**config.mk**
```make
export PLATFORM = sky130hd
export DESIGN_NAME = ex_stage_pipe_flat
export DESIGN_NICKNAME = d
export VERILOG_FILES = /design/src/rtl/ex_stage_pipe_if.sv /design/src/rtl/ex_stage_pipe.sv /design/src/flat_wrapper.sv
export SDC_FILE = /design/constraint.sdc
export NUM_CORES = 1
export LEC_CHECK = 0
export BUFFER_PORTS_ARGS = -buffer_cell sky130_fd_sc_hd__clkbuf_2
export CORE_ASPECT_RATIO = 0.9
export CORE_MARGIN = 1
export CORE_UTILIZATION = 33
export CTS_BUF_LIST = sky130_fd_sc_hd__clkbuf_8
export CTS_CLUSTER_DIAMETER = 100
export DETAILED_ROUTE_END_ITERATION = 10
export PLACE_DENSITY = 0.54
export SETUP_SLACK_MARGIN = 0.3
export SKIP_CTS_REPAIR_TIMING = 1
export SLEW_MARGIN = 20
export SYNTH_ARGS = -nofsm -noshare
export SYNTH_HDL_FRONTEND = slang
export SYNTH_SLANG_ARGS = --single-unit
export TNS_END_PERCENT = 5
```
**constraint.sdc**
```tcl
create_clock -name clk -period 2.5 [get_ports clk]
set_input_delay 0 -clock clk [delete_from_list [all_inputs] [get_ports clk]]
set_output_delay 0 -clock clk [all_outputs]
set_load 0.1 [all_outputs]
```
**src/rtl/ex_stage_pipe_if.sv**
```systemverilog
// ALU opcode package and the execute-stage bundle: issue side (E), memory side (M) and PC redirect.
package ex_stage_pkg;
    typedef enum logic [3:0] {
        ALU_ADD  = 4'd0,
        ALU_SUB  = 4'd1,
        ALU_AND  = 4'd2,
        ALU_OR   = 4'd3,
        ALU_XOR  = 4'd4,
        ALU_SLT  = 4'd5,
        ALU_SLTU = 4'd6,
        ALU_SLL  = 4'd7,
        ALU_SRL  = 4'd8,
        ALU_SRA  = 4'd9
    } alu_op_t;
endpackage

interface ex_stage_pipe_if #(
    parameter int DPW = 32,
    parameter int ADW = 5
) ();
    logic                   flush_i;
    logic                   validE;
    logic                   readyE;
    logic                   regwriteE;
    logic                   resultsrcE;
    logic                   memwriteE;
    logic                   branchE;
    logic                   jumpE;
    logic                   jalrE;
    logic [2:0]             funct3E;
    logic                   alusrcE;
    ex_stage_pkg::alu_op_t  alu_ctrlE;
    logic [DPW-1:0]         srcA;
    logic [DPW-1:0]         Rd2E;
    logic [ADW-1:0]         RdE;
    logic [DPW-1:0]         immextE;
    logic [DPW-1:0]         PCE;
    logic                   validM;
    logic                   readyM;
    logic                   regwriteM;
    logic                   resultsrcM;
    logic                   memwriteM;
    logic [DPW-1:0]         aluresultM;
    logic [DPW-1:0]         Rd2M;
    logic [ADW-1:0]         RdM;
    logic                   redirect_o;
    logic [DPW-1:0]         pc_target_o;

    // The execute stage itself.
    modport slave (
        input  flush_i, validE, regwriteE, resultsrcE, memwriteE, branchE, jumpE, jalrE,
               funct3E, alusrcE, alu_ctrlE, srcA, Rd2E, RdE, immextE, PCE, readyM,
        output readyE, validM, regwriteM, resultsrcM, memwriteM, aluresultM, Rd2M, RdM,
               redirect_o, pc_target_o
    );

    // Decode/issue plus memory stage as seen from outside.
    modport master (
        output flush_i, validE, regwriteE, resultsrcE, memwriteE, branchE, jumpE, jalrE,
               funct3E, alusrcE, alu_ctrlE, srcA, Rd2E, RdE, immextE, PCE, readyM,
        input  readyE, validM, regwriteM, resultsrcM, memwriteM, aluresultM, Rd2M, RdM,
               redirect_o, pc_target_o
    );
endinterface

```
**src/rtl/ex_stage_pipe.sv**
```systemverilog
// Execute stage with EX/MEM pipeline register: operand mux, ALU, local branch/jump resolution,
// valid/ready back-pressure, registered one-cycle PC redirect with wrong-path squash, and flush.
module mux_1 #(
    parameter int DPW = 32
) (
    input  logic [DPW-1:0] d0,
    input  logic [DPW-1:0] d1,
    input  logic           sel,
    output logic [DPW-1:0] y
);
    assign y = sel ? d1 : d0;
endmodule

module alu import ex_stage_pkg::*; #(
    parameter int DPW = 32
) (
    input  logic [DPW-1:0] a,
    input  logic [DPW-1:0] b,
    input  alu_op_t        op,
    output logic [DPW-1:0] y
);
    localparam int SHW = $clog2(DPW);

    logic [SHW-1:0] shamt;
    assign shamt = b[SHW-1:0];

    always_comb begin
        // NOTE: default assigned before the case so no path leaves y unassigned (no latch).
        y = '0;
        case (op)
            ALU_ADD:  y = a + b;
            ALU_SUB:  y = a - b;
            ALU_AND:  y = a & b;
            ALU_OR:   y = a | b;
            ALU_XOR:  y = a ^ b;
            ALU_SLT:  y = {{(DPW-1){1'b0}}, $signed(a) < $signed(b)};
            ALU_SLTU: y = {{(DPW-1){1'b0}}, a < b};
            ALU_SLL:  y = a << shamt;
            ALU_SRL:  y = a >> shamt;
            ALU_SRA:  y = $signed(a) >>> shamt;
            default:  y = '0;
        endcase
    end
endmodule

module ex_stage_pipe #(
    parameter int DPW      = 32,
    parameter int ADW      = 5,
    parameter int LINK_INC = 4
) (
    input  logic            clk,
    input  logic            arst_n,
    ex_stage_pipe_if.slave  bus
);
    logic [DPW-1:0] src_b;
    logic [DPW-1:0] alu_y;
    logic [DPW-1:0] target;
    logic [DPW-1:0] result;
    logic           cond;
    logic           taken;
    logic           accept;

    logic           valid_q;
    logic           regwrite_q;
    logic           resultsrc_q;
    logic           memwrite_q;
    logic [DPW-1:0] aluresult_q;
    logic [DPW-1:0] rd2_q;
    logic [ADW-1:0] rd_q;
    logic           redirect_q;
    logic [DPW-1:0] pc_target_q;

    mux_1 #(.DPW(DPW)) u_srcb_mux (
        .d0  (bus.Rd2E),
        .d1  (bus.immextE),
        .sel (bus.alusrcE),
        .y   (src_b)
    );

    alu #(.DPW(DPW)) u_alu (
        .a  (bus.srcA),
        .b  (src_b),
        .op (bus.alu_ctrlE),
        .y  (alu_y)
    );

    // Branch compares always use rs2 data, never the immediate.
    always_comb begin
        cond = 1'b0;
        case (bus.funct3E)
            3'b000:  cond = (bus.srcA == bus.Rd2E);
            3'b001:  cond = (bus.srcA != bus.Rd2E);
            3'b100:  cond = ($signed(bus.srcA) <  $signed(bus.Rd2E));
            3'b101:  cond = ($signed(bus.srcA) >= $signed(bus.Rd2E));
            3'b110:  cond = (bus.srcA <  bus.Rd2E);
            3'b111:  cond = (bus.srcA >= bus.Rd2E);
            default: cond = 1'b0;
        endcase
    end

    assign taken  = (bus.branchE && cond) || bus.jumpE;
    assign target = bus.jalrE ? ((bus.srcA + bus.immextE) & ~DPW'(1))
                              : (bus.PCE + bus.immextE);
    assign result = bus.jumpE ? (bus.PCE + DPW'(LINK_INC)) : alu_y;

    // The slot presented during a redirect cycle is wrong-path: drained but never accepted.
    assign bus.readyE = !valid_q || bus.readyM;
    assign accept     = bus.validE && bus.readyE && !bus.flush_i && !redirect_q;

    // NOTE: sequential state uses non-blocking assignments so every register samples pre-edge values.
    always_ff @(posedge clk or negedge arst_n) begin
        if (!arst_n) begin
            // NOTE: data fields are reset as well, so every output reads 0 straight out of reset.
            valid_q     <= 1'b0;
            regwrite_q  <= 1'b0;
            resultsrc_q <= 1'b0;
            memwrite_q  <= 1'b0;
            aluresult_q <= '0;
            rd2_q       <= '0;
            rd_q        <= '0;
            redirect_q  <= 1'b0;
            pc_target_q <= '0;
        end else begin
            redirect_q <= accept && taken;
            if (accept && taken) begin
                pc_target_q <= target;
            end

            if (bus.flush_i) begin
                valid_q <= 1'b0;
            end else if (accept) begin
                valid_q     <= 1'b1;
                regwrite_q  <= bus.regwriteE;
                resultsrc_q <= bus.resultsrcE;
                memwrite_q  <= bus.memwriteE;
                aluresult_q <= result;
                rd2_q       <= bus.Rd2E;
                rd_q        <= bus.RdE;
            end else if (bus.readyM) begin
                valid_q <= 1'b0;
            end
        end
    end

    assign bus.validM      = valid_q;
    assign bus.regwriteM   = regwrite_q && valid_q;
    assign bus.memwriteM   = memwrite_q && valid_q;
    assign bus.resultsrcM  = resultsrc_q;
    assign bus.aluresultM  = aluresult_q;
    assign bus.Rd2M        = rd2_q;
    assign bus.RdM         = rd_q;
    assign bus.redirect_o  = redirect_q;
    assign bus.pc_target_o = pc_target_q;
endmodule

```
**src/flat_wrapper.sv**
```systemverilog
// flat-port wrapper written by rule: the top's interface ports become plain ports
module ex_stage_pipe_flat 
#(
    parameter int DPW      = 32,
    parameter int ADW      = 5,
    parameter int LINK_INC = 4
)
  (clk, arst_n, bus_flush_i, bus_validE, bus_regwriteE, bus_resultsrcE, bus_memwriteE, bus_branchE, bus_jumpE, bus_jalrE, bus_funct3E, bus_alusrcE, bus_alu_ctrlE, bus_srcA, bus_Rd2E, bus_RdE, bus_immextE, bus_PCE, bus_readyM, bus_readyE, bus_validM, bus_regwriteM, bus_resultsrcM, bus_memwriteM, bus_aluresultM, bus_Rd2M, bus_RdM, bus_redirect_o, bus_pc_target_o);
  ex_stage_pipe_if #(.DPW(DPW), .ADW(ADW)) bus_i ();
  input  logic clk;
  input  logic arst_n;
  input wire logic [$bits(bus_i.flush_i)-1:0] bus_flush_i;
  input wire logic [$bits(bus_i.validE)-1:0] bus_validE;
  input wire logic [$bits(bus_i.regwriteE)-1:0] bus_regwriteE;
  input wire logic [$bits(bus_i.resultsrcE)-1:0] bus_resultsrcE;
  input wire logic [$bits(bus_i.memwriteE)-1:0] bus_memwriteE;
  input wire logic [$bits(bus_i.branchE)-1:0] bus_branchE;
  input wire logic [$bits(bus_i.jumpE)-1:0] bus_jumpE;
  input wire logic [$bits(bus_i.jalrE)-1:0] bus_jalrE;
  input wire logic [$bits(bus_i.funct3E)-1:0] bus_funct3E;
  input wire logic [$bits(bus_i.alusrcE)-1:0] bus_alusrcE;
  input wire logic [$bits(bus_i.alu_ctrlE)-1:0] bus_alu_ctrlE;
  input wire logic [$bits(bus_i.srcA)-1:0] bus_srcA;
  input wire logic [$bits(bus_i.Rd2E)-1:0] bus_Rd2E;
  input wire logic [$bits(bus_i.RdE)-1:0] bus_RdE;
  input wire logic [$bits(bus_i.immextE)-1:0] bus_immextE;
  input wire logic [$bits(bus_i.PCE)-1:0] bus_PCE;
  input wire logic [$bits(bus_i.readyM)-1:0] bus_readyM;
  output wire logic [$bits(bus_i.readyE)-1:0] bus_readyE;
  output wire logic [$bits(bus_i.validM)-1:0] bus_validM;
  output wire logic [$bits(bus_i.regwriteM)-1:0] bus_regwriteM;
  output wire logic [$bits(bus_i.resultsrcM)-1:0] bus_resultsrcM;
  output wire logic [$bits(bus_i.memwriteM)-1:0] bus_memwriteM;
  output wire logic [$bits(bus_i.aluresultM)-1:0] bus_aluresultM;
  output wire logic [$bits(bus_i.Rd2M)-1:0] bus_Rd2M;
  output wire logic [$bits(bus_i.RdM)-1:0] bus_RdM;
  output wire logic [$bits(bus_i.redirect_o)-1:0] bus_redirect_o;
  output wire logic [$bits(bus_i.pc_target_o)-1:0] bus_pc_target_o;
  assign bus_i.flush_i = bus_flush_i;
  assign bus_i.validE = bus_validE;
  assign bus_i.regwriteE = bus_regwriteE;
  assign bus_i.resultsrcE = bus_resultsrcE;
  assign bus_i.memwriteE = bus_memwriteE;
  assign bus_i.branchE = bus_branchE;
  assign bus_i.jumpE = bus_jumpE;
  assign bus_i.jalrE = bus_jalrE;
  assign bus_i.funct3E = bus_funct3E;
  assign bus_i.alusrcE = bus_alusrcE;
  assign bus_i.alu_ctrlE = bus_alu_ctrlE;
  assign bus_i.srcA = bus_srcA;
  assign bus_i.Rd2E = bus_Rd2E;
  assign bus_i.RdE = bus_RdE;
  assign bus_i.immextE = bus_immextE;
  assign bus_i.PCE = bus_PCE;
  assign bus_i.readyM = bus_readyM;
  assign bus_readyE = bus_i.readyE;
  assign bus_validM = bus_i.validM;
  assign bus_regwriteM = bus_i.regwriteM;
  assign bus_resultsrcM = bus_i.resultsrcM;
  assign bus_memwriteM = bus_i.memwriteM;
  assign bus_aluresultM = bus_i.aluresultM;
  assign bus_Rd2M = bus_i.Rd2M;
  assign bus_RdM = bus_i.RdM;
  assign bus_redirect_o = bus_i.redirect_o;
  assign bus_pc_target_o = bus_i.pc_target_o;
  ex_stage_pipe #(.DPW(DPW), .ADW(ADW), .LINK_INC(LINK_INC)) u_core (.clk(clk), .arst_n(arst_n), .bus(bus_i));
endmodule
```
=== Word level (Yosys, flattened, before mapping) ===
Index checks and enable logic that the tools add are counted.
Widths: inputs -> output; s select.

* Register bits: 106
* Input bits: 152
* Output and inout bits: 107

* Add/sub/neg operators: 5
* Magnitude comparators: 6
* Eq/ne operators: 16
* Shifts and indexed selects: 3
* Mux-type cells: 8
* Bitwise operators: 4
* Reduce and logical (&&, ||, !) cells: 16

{| class="wikitable"
|+ Operator list
! operator !! count
|-
| $pmux 32 s10 || 1
|-
| $lt 32x32->1 || 4
|-
| $add 32x32->32 || 3
|-
| $mux 32 || 3
|-
| $ge 32x32->1 || 2
|-
| $add 32x3->32 const B || 1
|-
| $and 32x32->32 || 1
|-
| $eq 32x32->1 || 1
|-
| $ne 32x32->1 || 1
|-
| $or 32x32->32 || 1
|-
| $shl 32x5->32 || 1
|-
| $shr 32x5->32 || 1
|-
| $sshr 32x5->32 || 1
|-
| $sub 32x32->32 || 1
|-
| $xor 32x32->32 || 1
|-
| $eq 4x3->1 const B || 4
|-
| $eq 3x3->1 const B || 4
|-
| $eq 4x2->1 const B || 2
|-
| $eq 4x4->1 const B || 2
|-
| $logic_and 1x1->1 || 7
|-
| $pmux 1 s6 || 1
|-
| $eq 4x1->1 const B || 1
|-
| $logic_not 4->1 || 1
|-
| $eq 3x1->1 const B || 1
|-
| 7 further kinds || 12
|}

=== Depth between registers and ports, before layout ===
Gate-level depths: netlist of run 1.

* Word-level depth: 7
* Mapped depth: 17
* Mapped depth without buffers: 13

=== Hierarchy ===
Synthesis of run 1 repeated with hierarchy kept, for this count alone.

* Cells, all modules: 2339
* Area total of the unflattened synthesis: 18088.6 um^2

{| class="wikitable"
|+ Modules (own cells, without submodules)
! module !! times used !! cells an instance !! area each (um^2)
|-
| ex_stage_pipe || 1 || 1059 || 9113.7
|-
| alu || 1 || 1244 || 8430.6
|-
| mux_1 || 1 || 36 || 544.3
|}

=== Least setup slack after synthesis of run 1 ===
OpenSTA, ideal clock, no wires.

* Path type: input to register
* Start: input bus_alusrcE
* End: register u_core.aluresult_q[18], in the netlist u_core.bus.aluresultM[18]
* Library setup time: 0.069 ns
* Arrival: 3.713 ns
* Data required time: 2.431 ns
* Path slack: -1.282 ns
* Cell stages on the path: 16
* Buffers on the path: 5
* Cell sequence: buf_6 clkbuf_1 mux2i_1 clkbuf_1 clkbuf_1 clkbuf_1 ha_1 inv_1 a221oi_2 o211ai_1 a21oi_1 nor4_1 o311a_1 a211o_1 or4b_1 nand3_1

* Word-level cells in the longest chain between the ends: 4
* Elaborated cells between the ends (all ways): 11
* Classes of those cells: 2 x add/sub; 3 x shift; 3 x mux; 3 x bitwise

{| class="wikitable"
|+ RTL lines
! element !! line !! text
|-
| start, declared || flat_wrapper.sv:21 || <nowiki>input wire logic [$bits(bus_i.alusrcE)-1:0] bus_alusrcE;</nowiki>
|-
| $mux 32 (*) || ex_stage_pipe.sv:11 || <nowiki>assign y = sel ? d1 : d0;</nowiki>
|-
| $sub 32x32->32 (tied with other cells) || ex_stage_pipe.sv:32 || <nowiki>ALU_SUB: y = a - b;</nowiki>
|-
| $pmux 32 s10 (*) || ex_stage_pipe.sv:30 || <nowiki>case (op)</nowiki>
|-
| $mux 32 (*) || ex_stage_pipe.sv:104 || <nowiki>assign result = bus.jumpE ? (bus.PCE + DPW'(LINK_INC)) : alu_y;</nowiki>
|-
| end signal, assigned || ex_stage_pipe.sv:136 || <nowiki>aluresult_q <= result;</nowiki>
|-
| end, declared || ex_stage_pipe.sv:67 || <nowiki>logic [DPW-1:0] aluresult_q;</nowiki>
|}

Mark *: on every way between the ends. The rest lies on a longest branch, timed or not.
A chain may end at the register's enable or synchronous reset.

=== Worst setup path after layout of run 1 ===
* Start: input bus_alusrcE
* End: register u_core.aluresult_q[28], in the netlist u_core.bus.aluresultM[28]

Same word-level chain as after synthesis.

==> results of run 1 <==
==> power by group through the flow <==
| stage | clock network [uW] | logic [uW] | registers [uW] |
|---|---|---|---|
| floorplan | 0 | 3280 | 5370 |
| global placement | 0 | 9880 | 2470 |
| detailed placement | 0 | 9910 | 2470 |
| CTS | 1270 | 9950 | 2450 |
| global route | 1330 | 10900 | 2490 |
| finish | 1240 | 10500 | 2460 |
==> how the worst max path moves through the flow <==
stage	from	end	slack (ns)
after global placement	bus_alusrcE	u_core.bus.aluresultM[0]$_DFFE_PN0P_	-1.40
after detailed placement	bus_alusrcE	u_core.bus.aluresultM[0]$_DFFE_PN0P_	-1.44
after global routing	bus_alusrcE	u_core.bus.aluresultM[30]$_DFFE_PN0P_	-0.37
after floorplan	bus_alusrcE	u_core.bus.aluresultM[18]$_DFFE_PN0P_	-0.54
final	bus_alusrcE	u_core.bus.aluresultM[28]$_DFFE_PN0P_	-0.33
after CTS	bus_alusrcE	u_core.bus.aluresultM[0]$_DFFE_PN0P_	-0.93
==> worst min-delay path: stages <==
cell      delay, ns
clkbuf_2       0.08
inv_1          0.09
buf_4          0.14
o21ai_0        0.08
==> layout by cell type, fill, tap and decap left out, types with 33 or more instances in the layout <==
master / count
ha_1: 173
o21a_1: 42
xnor2_1: 71
dlygate4sd3_1: 41
o21ai_0: 152
nor3_1: 37
nand2_1: 331
mux4_2: 35
dfrtp_1: 106
mux2i_1: 95
a31oi_1: 40
nand3_1: 60
a21oi_1: 187
clkbuf_2: 252
a211oi_1: 35
nand4_1: 33
nor2_1: 202
buf_4: 775
inv_1: 148
==> metal layers <==
metal	track usage (%)	share of wire, %	routed length, um	up-vias
met5	0	0.0097	11	-
met2	59.6	43	49000	1230
met3	7.55	9.1	10300	201
met1	52.5	44	49500	12203
li1	-	-	-	11227
met4	12.9	3.9	4360	2
==> registers in the layout, indices dropped and copies added (netlist names) <==
register	flops
u_core.bus.Rd2M	32
u_core.bus.aluresultM	32
u_core.bus.pc_target_o	32
u_core.bus.RdM	5
u_core.bus.redirect_o	1
u_core.bus.resultsrcM	1
u_core.bus.validM	1
u_core.memwrite_q	1
u_core.regwrite_q	1
==> cell families after synthesis <==
kind of cell / after synthesis / synth area share, %
buf+inv: 309 / 6.73
simple gates: 852 / 21.2
flops: 106 / 14.3
fa+ha+maj: 195 / 13.3
mux: 152 / 11.2
xor+xnor: 99 / 4.68
compound gates: 810 / 28.5
==> metrics by stage <==
| stage | TNS (ns) | hold WS (ns) | worst slack, ns |
|---|---|---|---|
| after detailed placement | -42.97 | 0.197 | -1.44 |
| final | -4.70 | -0.0254 | -0.330 |
| after floorplan | -13.40 | -0.296 | -0.536 |
| after global placement | -40.66 | 0.190 | -1.40 |
| after CTS | -13.24 | -0.332 | -0.929 |
| after global routing | -7.05 | 0.000236 | -0.375 |
==> cell type report <==
class	instances	area [um2]	area share (%)
clock inverters	5	56.3	0.201
repair buffers	1103	8080	28.8
inverters	156	588	2.10
multi-input cells	2108	15600	55.5
flip-flops and latches	106	2650	9.47
clock buffers	10	138	0.491
well taps	756	946	3.38
==> flow_summary.json, run 1 <==
{
  "worst_slack_ns": -0.330,
  "fin_cells": 4244,
  "netSwitchingPower_uw": 8200,
  "fillers": 5628,
  "first_global_vias": 23348,
  "fin_crit_ns": 2.83,
  "io_buffers": 258,
  "syn_area_um2": 18500,
  "min-delay-start": "bus_Rd2E[15]",
  "synth_top_cell_area_share_pct": 14.3,
  "drive_above_1_share_pct": 36.7,
  "failed_checks": "negative hold slack, negative setup slack",
  "p_seq_share_pct": 17.4,
  "crit_family": "simple AND/OR/NAND/NOR gates",
  "worstRegToRegCells": 9,
  "yosys.area.top_type": "dfrtp_1",
  "placed_area_um2": 26300,
  "final_util_pct": 50.4,
  "firstDrtPassIters": 5,
  "syn_inst": 2523,
  "min_path_type": "in -> reg",
  "htreeDepth": 3,
  "post-dp-hpwl_um": 92800,
  "yosys_warnings": 0,
  "dieWidth_um": 252,
  "drcViolationCount": 0,
  "rows": 82,
  "async_reset_ff_share_pct": 100,
  "fin_skew_ns": 0.0195,
  "arrival_ns": 3.17,
  "min_to": "u_core.bus.Rd2M[15]$_DFFE_PN0P_",
  "p_comb_share_pct": 73.9,
  "p_total_uw": 14200,
  "dieArea_um2": 57100,
  "synth_seq_cells": 106,
  "via_per_inst": 5.86,
  "p_per_area_nw_per_um2": 506,
  "vdd_drop_max_uv": 565,
  "worstPathRequired_ns": 2.84,
  "cts_tree": "built",
  "placed_cells": 4177,
  "start_util_pct": 33.3,
  "synth_edf_count": 0,
  "hold_viol_final": 1,
  "status": "complete, but fails checks",
  "p_sw_share_pct": 57.8,
  "max_stage_delay_ns": 0.51,
  "r2r_start": "u_core.bus.validM$_DFFE_PN0P_",
  "leakagePower_uw": 0.0134,
  "clockBufferDepth": 2,
  "antenna_found_initial": 3,
  "grt_pass1_wl_um": 159000,
  "end_kind": "flip-flop",
  "slew_headroom_pct": 32.8,
  "cts.sinks": 106,
  "rr_endpoint": "u_core.bus.aluresultM[31]$_DFFE_PN0P_",
  "numCtsBuffers": 9,
  "path_depth": 15,
  "yosysMostFrequentCell": "nand2_1",
  "n_antenna_cell": 0,
  "cpMaxStageDelayCell": "or4_4",
  "synth_fp_nets": 2870,
  "setup_viol": 31,
  "clkTransAtPathRegs_ns": 0.11,
  "die_height_um": 227,
  "grt_max_degree": 60,
  "wl_per_cell_um": 26.7,
  "crit_buf_inv": 4,
  "ant_nets": 0,
  "dr_total_vias": 24863,
  "seq_area_frac_synth_pct": 14.3,
  "crit_type": "in -> reg",
  "gp_congestion": 1.01,
  "rsz0062_at_grt": "true",
  "io_pins": 259,
  "clk_latency_ns": 0.47,
  "wl_um": 113000,
  "synth.distinct_cells": 86,
  "netlist_top_cells_area": "dfrtp_1 14%, ha_1 13%, nand2_1 6.7%",
  "final_area_um2": 28000,
  "hold_depth": 4,
  "ys_top_cells_by_count": "333 x nand2_1, 206 x nor2_1, 200 x a21oi_1, 191 x ha_1, 168 x o21ai_0",
  "cell_internal_pwr_uw": 5970,
  "gr-total-overflow": 0,
  "critPathLaunchType": "primary input",
  "holdWs_ns": -0.0254,
  "clkPwrFrac_pct": 8.8,
  "core_area_um2": 55600,
  "regToRegSetupSlack_ns": -0.24,
  "max-cap-violations": 0,
  "layout.nets": 3831,
  "syn_avg_cell_area_um2": 7.34,
  "cp_common_cell": "a21oi_2",
  "critical_path.max_fanout": 5,
  "crit_chain": "buf_8 > buf_12 > clkbuf_16 > o21a_4 > ha_4 > buf_6 > or3_4 > or4_4 > nor4_2 > a21oi_2 > a21oi_2 > a2111oi_1 > or3_1 > nand4_1 > a31oi_1",
  "synthFlopType": "dfrtp_1",
  "slew_violations": 0,
  "fmax_ghz": 0.353,
  "clock-root-buffer": "clkbuf_8",
  "min_period_over_period_pct": 113,
  "tightest_slew_ns": 1.01,
  "first_iter_violations": 2496,
  "grt.total_usage_pct": 38.3,
  "area_growth_pct": 51.2
}
(Power assumes the default switching activity.)
==> run 2, diff against run 1 <==
clock period = 3.4 ns   (was 2.5 ns; I/O delays follow)
==> run 2 against run 1 <==
The flow finishes with violations (negative hold slack). Routed wire length is 4.6% lower. Non-clock buffer count is 433 lower. Flip-flop and latch count stayed put. Cell count is 10% lower. Register-to-register slack better by 0.74 ns. Core utilization is 7.6 points lower. Sequential share of layout area is 1.7 points higher. Critical path type unchanged. Clock power is 28% lower. Combinational power is 34% lower. First-iteration DRC count is 10% lower. Die area stayed put. Global-route usage is 1.1 points lower.
==> flow_summary.json, run 2 (same netlist as run 1, synthesis figures left out) <==
{
  "p_per_area_nw_per_um2": 404,
  "holdWs_ns": -0.00597,
  "min_to": "u_core.bus.aluresultM[10]$_DFFE_PN0P_",
  "gp_congestion": 1.00,
  "cp_common_cell": "buf_4",
  "slew_violations": 0,
  "first_global_vias": 21688,
  "pre_cts_ws_ns": -0.265,
  "wl_per_cell_um": 28.3,
  "min-delay-start": "bus_PCE[10]",
  "crit_chain": "clkbuf_2 > buf_12 > mux2i_4 > buf_4 > buf_6 > mux4_1 > mux2i_1 > o221ai_1 > buf_4 > a211oi_1 > a31oi_1 > a221oi_1 > o21ai_0",
  "placed_area_um2": 23100,
  "rows": 82,
  "worstRegToRegCells": 6,
  "firstDrtPassIters": 5,
  "post-dp-hpwl_um": 88600,
  "drcViolationCount": 0,
  "first_iter_violations": 2238,
  "hold_viol_final": 4,
  "clkTransAtPathRegs_ns": 0.12,
  "dieArea_um2": 57100,
  "cts.sinks": 106,
  "grt.total_usage_pct": 37.1,
  "rr_endpoint": "u_core.bus.aluresultM[29]$_DFFE_PN0P_",
  "via_per_inst": 5.97,
  "r2r_start": "u_core.bus.validM$_DFFE_PN0P_",
  "layout_common_cells": "358 x buf_4, 333 x nand2_1, 257 x clkbuf_2, 206 x nor2_1, 198 x a21oi_1",
  "drive_above_1_share_pct": 24.0,
  "met2_length_um": 48100,
  "gr-total-overflow": 0,
  "dr_total_vias": 22764,
  "critPathLaunchType": "primary input",
  "core_area_um2": 55600,
  "hold_depth": 4,
  "io_buffers": 258,
  "max-cap-violations": 0,
  "numCtsBuffers": 9,
  "end_kind": "flip-flop",
  "die_height_um": 227,
  "status": "complete, but fails checks",
  "dieWidth_um": 252,
  "grt_max_degree": 62,
  "cts_tree": "built",
  "wl_met3_um": 8810,
  "wl_um": 108000,
  "cpMaxStageDelayCell": "mux2i_4",
  "antenna_found_initial": 4,
  "clk_latency_ns": 0.48,
  "worstPathRequired_ns": 3.73,
  "setup_viol": 0,
  "max_stage_delay_ns": 0.37,
  "ant_nets": 0,
  "start_util_pct": 33.3,
  "layout.nets": 3398,
  "grt_pass1_wl_um": 153000,
  "fin_skew_ns": 0.0308,
  "clockBufferDepth": 2,
  "io_pins": 259,
  "rsz0062_at_grt": "true",
  "area_growth_pct": 28.3,
  "regToRegSetupSlack_ns": 0.50,
  "tightest_slew_ns": 0.876,
  "fmax_ghz": 0.314,
  "crit_type": "in -> reg",
  "htreeDepth": 3,
  "wl_met1_um": 46600,
  "arrival_ns": 3.52,
  "min_path_type": "in -> reg",
  "critical_path.max_fanout": 28,
  "min_period_over_period_pct": 93.7,
  "layout.cells.most_common": "buf_4",
  "slew_headroom_pct": 40.1,
  "fin_crit_ns": 3.19,
  "failed_checks": "negative hold slack",
  "final_area_um2": 23800,
  "worst_slack_ns": 0.214,
  "dr.max_layer_used": "met5",
  "vdd_drop_max_uv": 413,
  "leakagePower_uw": 0.0111,
  "clock-root-buffer": "clkbuf_8"
}
## run 2: report_power, final
part / switching (uW) / internal (uW) / leakage (uW)
Sequential: 247 / 1560 / 0.00129
Clock: 599 / 295 / 0.0000908
Combinational: 4980 / 1930 / 0.00971
Total: 5830 / 3780 / 0.0111
## run 2: cell type report
type | count | area (um2)
clock buffers | 10 | 138
fillers | 5875 | 31800
flip-flops and latches | 106 | 2650
well taps | 756 | 946
multi-input cells | 2108 | 14800
repair buffers | 670 | 4650
inverters | 156 | 588
clock inverters | 6 | 48.8
diodes | 2 | 5.00
## run 2: how the worst max path moves through the flow
stage / startpoint / endpoint / slack [ns]
4_1_cts: bus_alusrcE / u_core.bus.aluresultM[0]$_DFFE_PN0P_ / 0.22
6_report: bus_alusrcE / u_core.bus.aluresultM[25]$_DFFE_PN0P_ / 0.21
3_3_place_gp: bus_alusrcE / u_core.bus.aluresultM[0]$_DFFE_PN0P_ / -0.66
3_5_place_dp: bus_alusrcE / u_core.bus.aluresultM[0]$_DFFE_PN0P_ / -0.26
2_1_floorplan: bus_alusrcE / u_core.bus.aluresultM[28]$_DFFE_PN0P_ / 0.23
5_1_grt: bus_alusrcE / u_core.bus.aluresultM[27]$_DFFE_PN0P_ / 0.22
## run 2: worst max-delay path: cells and delay by family
kind / cells / cell delay [ns]
buffers and inverters: 5 / 1.14
AOI/OAI and AO/OA: 5 / 1.26
muxes: 3 / 1.09
## run 2: layer usage
layer	up-vias	global-route usage (%)
li1	10377	-
met3	166	8.04
met2	1089	59.4
met4	8	14.3
met5	-	0
met1	11124	48.6
## run 2: per-stage QoR
| stage | TNS, ns | cells | hold WS (ns) | util, % | total power, uW |
|---|---|---|---|---|---|
| detailed placement | -1.20 | 3754 | 0.150 | 41.6 | 8580 |
| finish | 0 | 3814 | -0.00597 | 42.8 | 9610 |
| global placement | -1.26 | 3754 | 0.146 | 41.6 | 8590 |
| floorplan | 0 | 2523 | -0.296 | - | 6340 |
| global route | 0 | 3812 | 0.00621 | 42.7 | 10000 |
| CTS | 0 | 3770 | -0.394 | 41.9 | 9510 |
==> run 3, diff against run 2 <==
ABC_AREA = 1   (was not set)
==> run 3 against run 2 <==
The flow now finishes without violations. Routed wire length is 2.9% lower. Non-clock buffer count is 273 lower. Setup slack better by 0.20 ns. Sequential power is 5% lower. Critical endpoint is now u_core.bus.aluresultM[22]$_DFFE_PN0P_.
==> flow_summary.json, run 3 <==
{
  "yosys_warnings": 0,
  "synth_seq_cells": 106,
  "clockBufferDepth": 2,
  "yosysMostFrequentCell": "nand2_1",
  "drcViolationCount": 0,
  "dr_total_vias": 25554,
  "syn_area_um2": 19800,
  "fmax_ghz": 0.335,
  "clk_latency_ns": 0.47,
  "p_seq_share_pct": 19.5,
  "critical_path.max_fanout": 10,
  "ant_nets": 0,
  "cts_tree": "built",
  "antenna_found_initial": 0,
  "synth_fp_nets": 3792,
  "rsz0062_at_grt": "false",
  "p_sw_share_pct": 63.6,
  "via_per_inst": 5.69,
  "holdWs_ns": 0.000720,
  "slew_headroom_pct": 30.2,
  "dieWidth_um": 260,
  "first_global_vias": 22749,
  "cell_internal_pwr_uw": 3200,
  "layout_common_cells": "919 x nand2_1, 372 x inv_1, 333 x nand3_1, 331 x nor2_1, 297 x a21oi_1",
  "slew_violations": 0,
  "hold_viol_final": 0,
  "cts.sinks": 106,
  "rows": 84,
  "clkTransAtPathRegs_ns": 0.11,
  "synth_top_cell_area_share_pct": 17.4,
  "layout.nets": 4060,
  "fin_crit_ns": 2.98,
  "critPathLaunchType": "primary input",
  "p_per_area_nw_per_um2": 387,
  "start_util_pct": 33.7,
  "worstPathRequired_ns": 3.76,
  "layout.cells.most_common": "nand2_1",
  "min_path_type": "in -> reg",
  "area_growth_pct": 14.8,
  "core_area_um2": 58900,
  "final_util_pct": 38.6,
  "netlist_top_cells_area": "nand2_1 17%, dfrtp_1 13%, ha_1 12%",
  "synth.distinct_cells": 58,
  "io_buffers": 258,
  "synth_edf_count": 0,
  "grt.total_usage_pct": 33.5,
  "io_pins": 259,
  "clock-root-buffer": "clkbuf_8",
  "ys_top_cells_by_count": "919 x nand2_1, 372 x inv_1, 333 x nand3_1, 331 x nor2_1, 297 x a21oi_1",
  "synthFlopType": "dfrtp_1",
  "max-cap-violations": 0,
  "syn_inst": 3445,
  "arrival_ns": 3.34,
  "seq_area_frac_synth_pct": 13.4,
  "crit_type": "in -> reg",
  "setup_viol": 0,
  "async_reset_ff_share_pct": 100,
  "p_comb_share_pct": 70.1,
  "gr-total-overflow": 0,
  "fin_skew_ns": 0.0290,
  "firstDrtPassIters": 8,
  "vdd_drop_max_uv": 402,
  "post-dp-hpwl_um": 86800,
  "fin_setup_tns_ns": 0,
  "gp_congestion": 1.12,
  "min_period_over_period_pct": 87.7,
  "grt_max_degree": 96,
  "syn_avg_cell_area_um2": 5.75,
  "status": "complete, no violations",
  "numCtsBuffers": 9,
  "yosys.area.top_type": "nand2_1",
  "tightest_slew_ns": 1.05,
  "wl_um": 105000,
  "wl_per_cell_um": 23.3,
  "end_kind": "flip-flop",
  "fillers": 6701,
  "grt_pass1_wl_um": 151000,
  "drive_above_1_share_pct": 13.0,
  "first_iter_violations": 3810,
  "leakagePower_uw": 0.0117,
  "htreeDepth": 3,
  "clkPwrFrac_pct": 10.3,
  "die_height_um": 234,
  "netSwitchingPower_uw": 5600,
  "dieArea_um2": 61000
}
[run 3: cell count changes in the layout (fill, tap and decap cells not counted), moves of 35 or more]
| cell | delta |
|---|---|
| mux4_2 | -35 |
| o21ai_1 | +72 |
| a21oi_1 | +99 |
| inv_1 | +223 |
| o21ai_0 | +111 |
| o21a_1 | -35 |
| a31oi_1 | -40 |
| buf_4 | -264 |
| a211oi_1 | -41 |
| nand2_1 | +586 |
| nor2_1 | +125 |
| mux2i_1 | -93 |
| nand3_1 | +269 |
| xnor2_1 | -62 |
[run 3: per-layer routing]
| layer | GRT usage (%) | vias to the layer above | wire length, um |
|---|---|---|---|
| met1 | 48.7 | 11733 | 46800 |
| li1 | - | 12008 | - |
| met5 | 0 | - | 0 |
| met4 | 13.6 | 0 | 4900 |
| met2 | 46.8 | 1613 | 40400 |
| met3 | 8.01 | 200 | 12700 |
[run 3: through the flow]
step,cell area (um2),setup slack [ns],cells,total power (uW)
after floorplan,19800,0.850,3445,6040
after global placement,22100,0.296,4436,7720
after global routing,22700,0.307,4492,9220
after detailed placement,22100,0.268,4436,7700
final,22700,0.417,4493,8810
after CTS,22300,0.747,4452,8630
[run 3: power groups by stage]
| stage | clock [uW] | combinational, uW | sequential [uW] |
|---|---|---|---|
| finish | 909 | 6180 | 1720 |
| global route | 965 | 6510 | 1750 |
| CTS | 923 | 5990 | 1720 |
| detailed placement | 0 | 5970 | 1740 |
| global placement | 0 | 5980 | 1740 |
| floorplan | 0 | 2380 | 3660 |
[run 3: cell type report]
cell class	instances	area, um2	share of cell area (%)
Antenna cell	1	2.50	0.0110
Clock buffer	9	124	0.545
Clock inverter	7	70.1	0.308
Inverter	387	1460	6.40
Multi-Input combinational cell	2812	15000	65.8
Sequential cell	106	2650	11.7
Tap cell	774	968	4.26
Timing Repair Buffer	397	2510	11.0
[run 3: cell families (layout without fill, tap and decap cells)]
logic type / Yosys count / count (layout) / synth area share (%)
AOI/OAI and AO/OA: 800 / 800 / 22.5
xor gates and xnor gates: 32 / 32 / 1.41
adders and majority gates: 195 / 195 / 12.5
buffers and inverters: 527 / 800 / 11.3
DFF: 106 / 106 / 13.4
muxes: 6 / 6 / 0.309
other: 0 / 1 / 0
and+or+nand+nor: 1779 / 1779 / 38.6
[run 3: path summary, 6_finish.rpt]
kind | slack, ns | cells after the start | from | endpoint
worst max-delay path | 0.42 | 15 | bus_Rd2E[19] | u_core.bus.aluresultM[22]$_DFFE_PN0P_
worst min-delay path | 0.0007 | 5 | bus_branchE | u_core.bus.pc_target_o[30]$_DFFE_PN0P_
worst max register to register | 1.05 | 7 | u_core.bus.validM$_DFFE_PN0P_ | u_core.bus.pc_target_o[22]$_DFFE_PN0P_
worst min register to register | 0.48 | 2 | u_core.bus.pc_target_o[31]$_DFFE_PN0P_ | u_core.bus.pc_target_o[31]$_DFFE_PN0P_
max in group asynchronous | 2.41 | 3 | arst_n | u_core.bus.aluresultM[11]$_DFFE_PN0P_
min in group asynchronous | 0.17 | 2 | arst_n | u_core.bus.validM$_DFFE_PN0P_
[run 3: worst max-delay path, stage by stage]
cell	delay (ns)
dlygate4sd3_1	0.53
clkbuf_2	0.15
o21ai_0	0.29
ha_1	0.44
a21oi_1	0.38
o21ai_0	0.19
a21oi_1	0.44
nand3_1	0.14
nand2_1	0.09
nand3_1	0.06
nand2_1	0.07
inv_1	0.04
nand3_1	0.23
nand2_1	0.10
a21oi_1	0.18
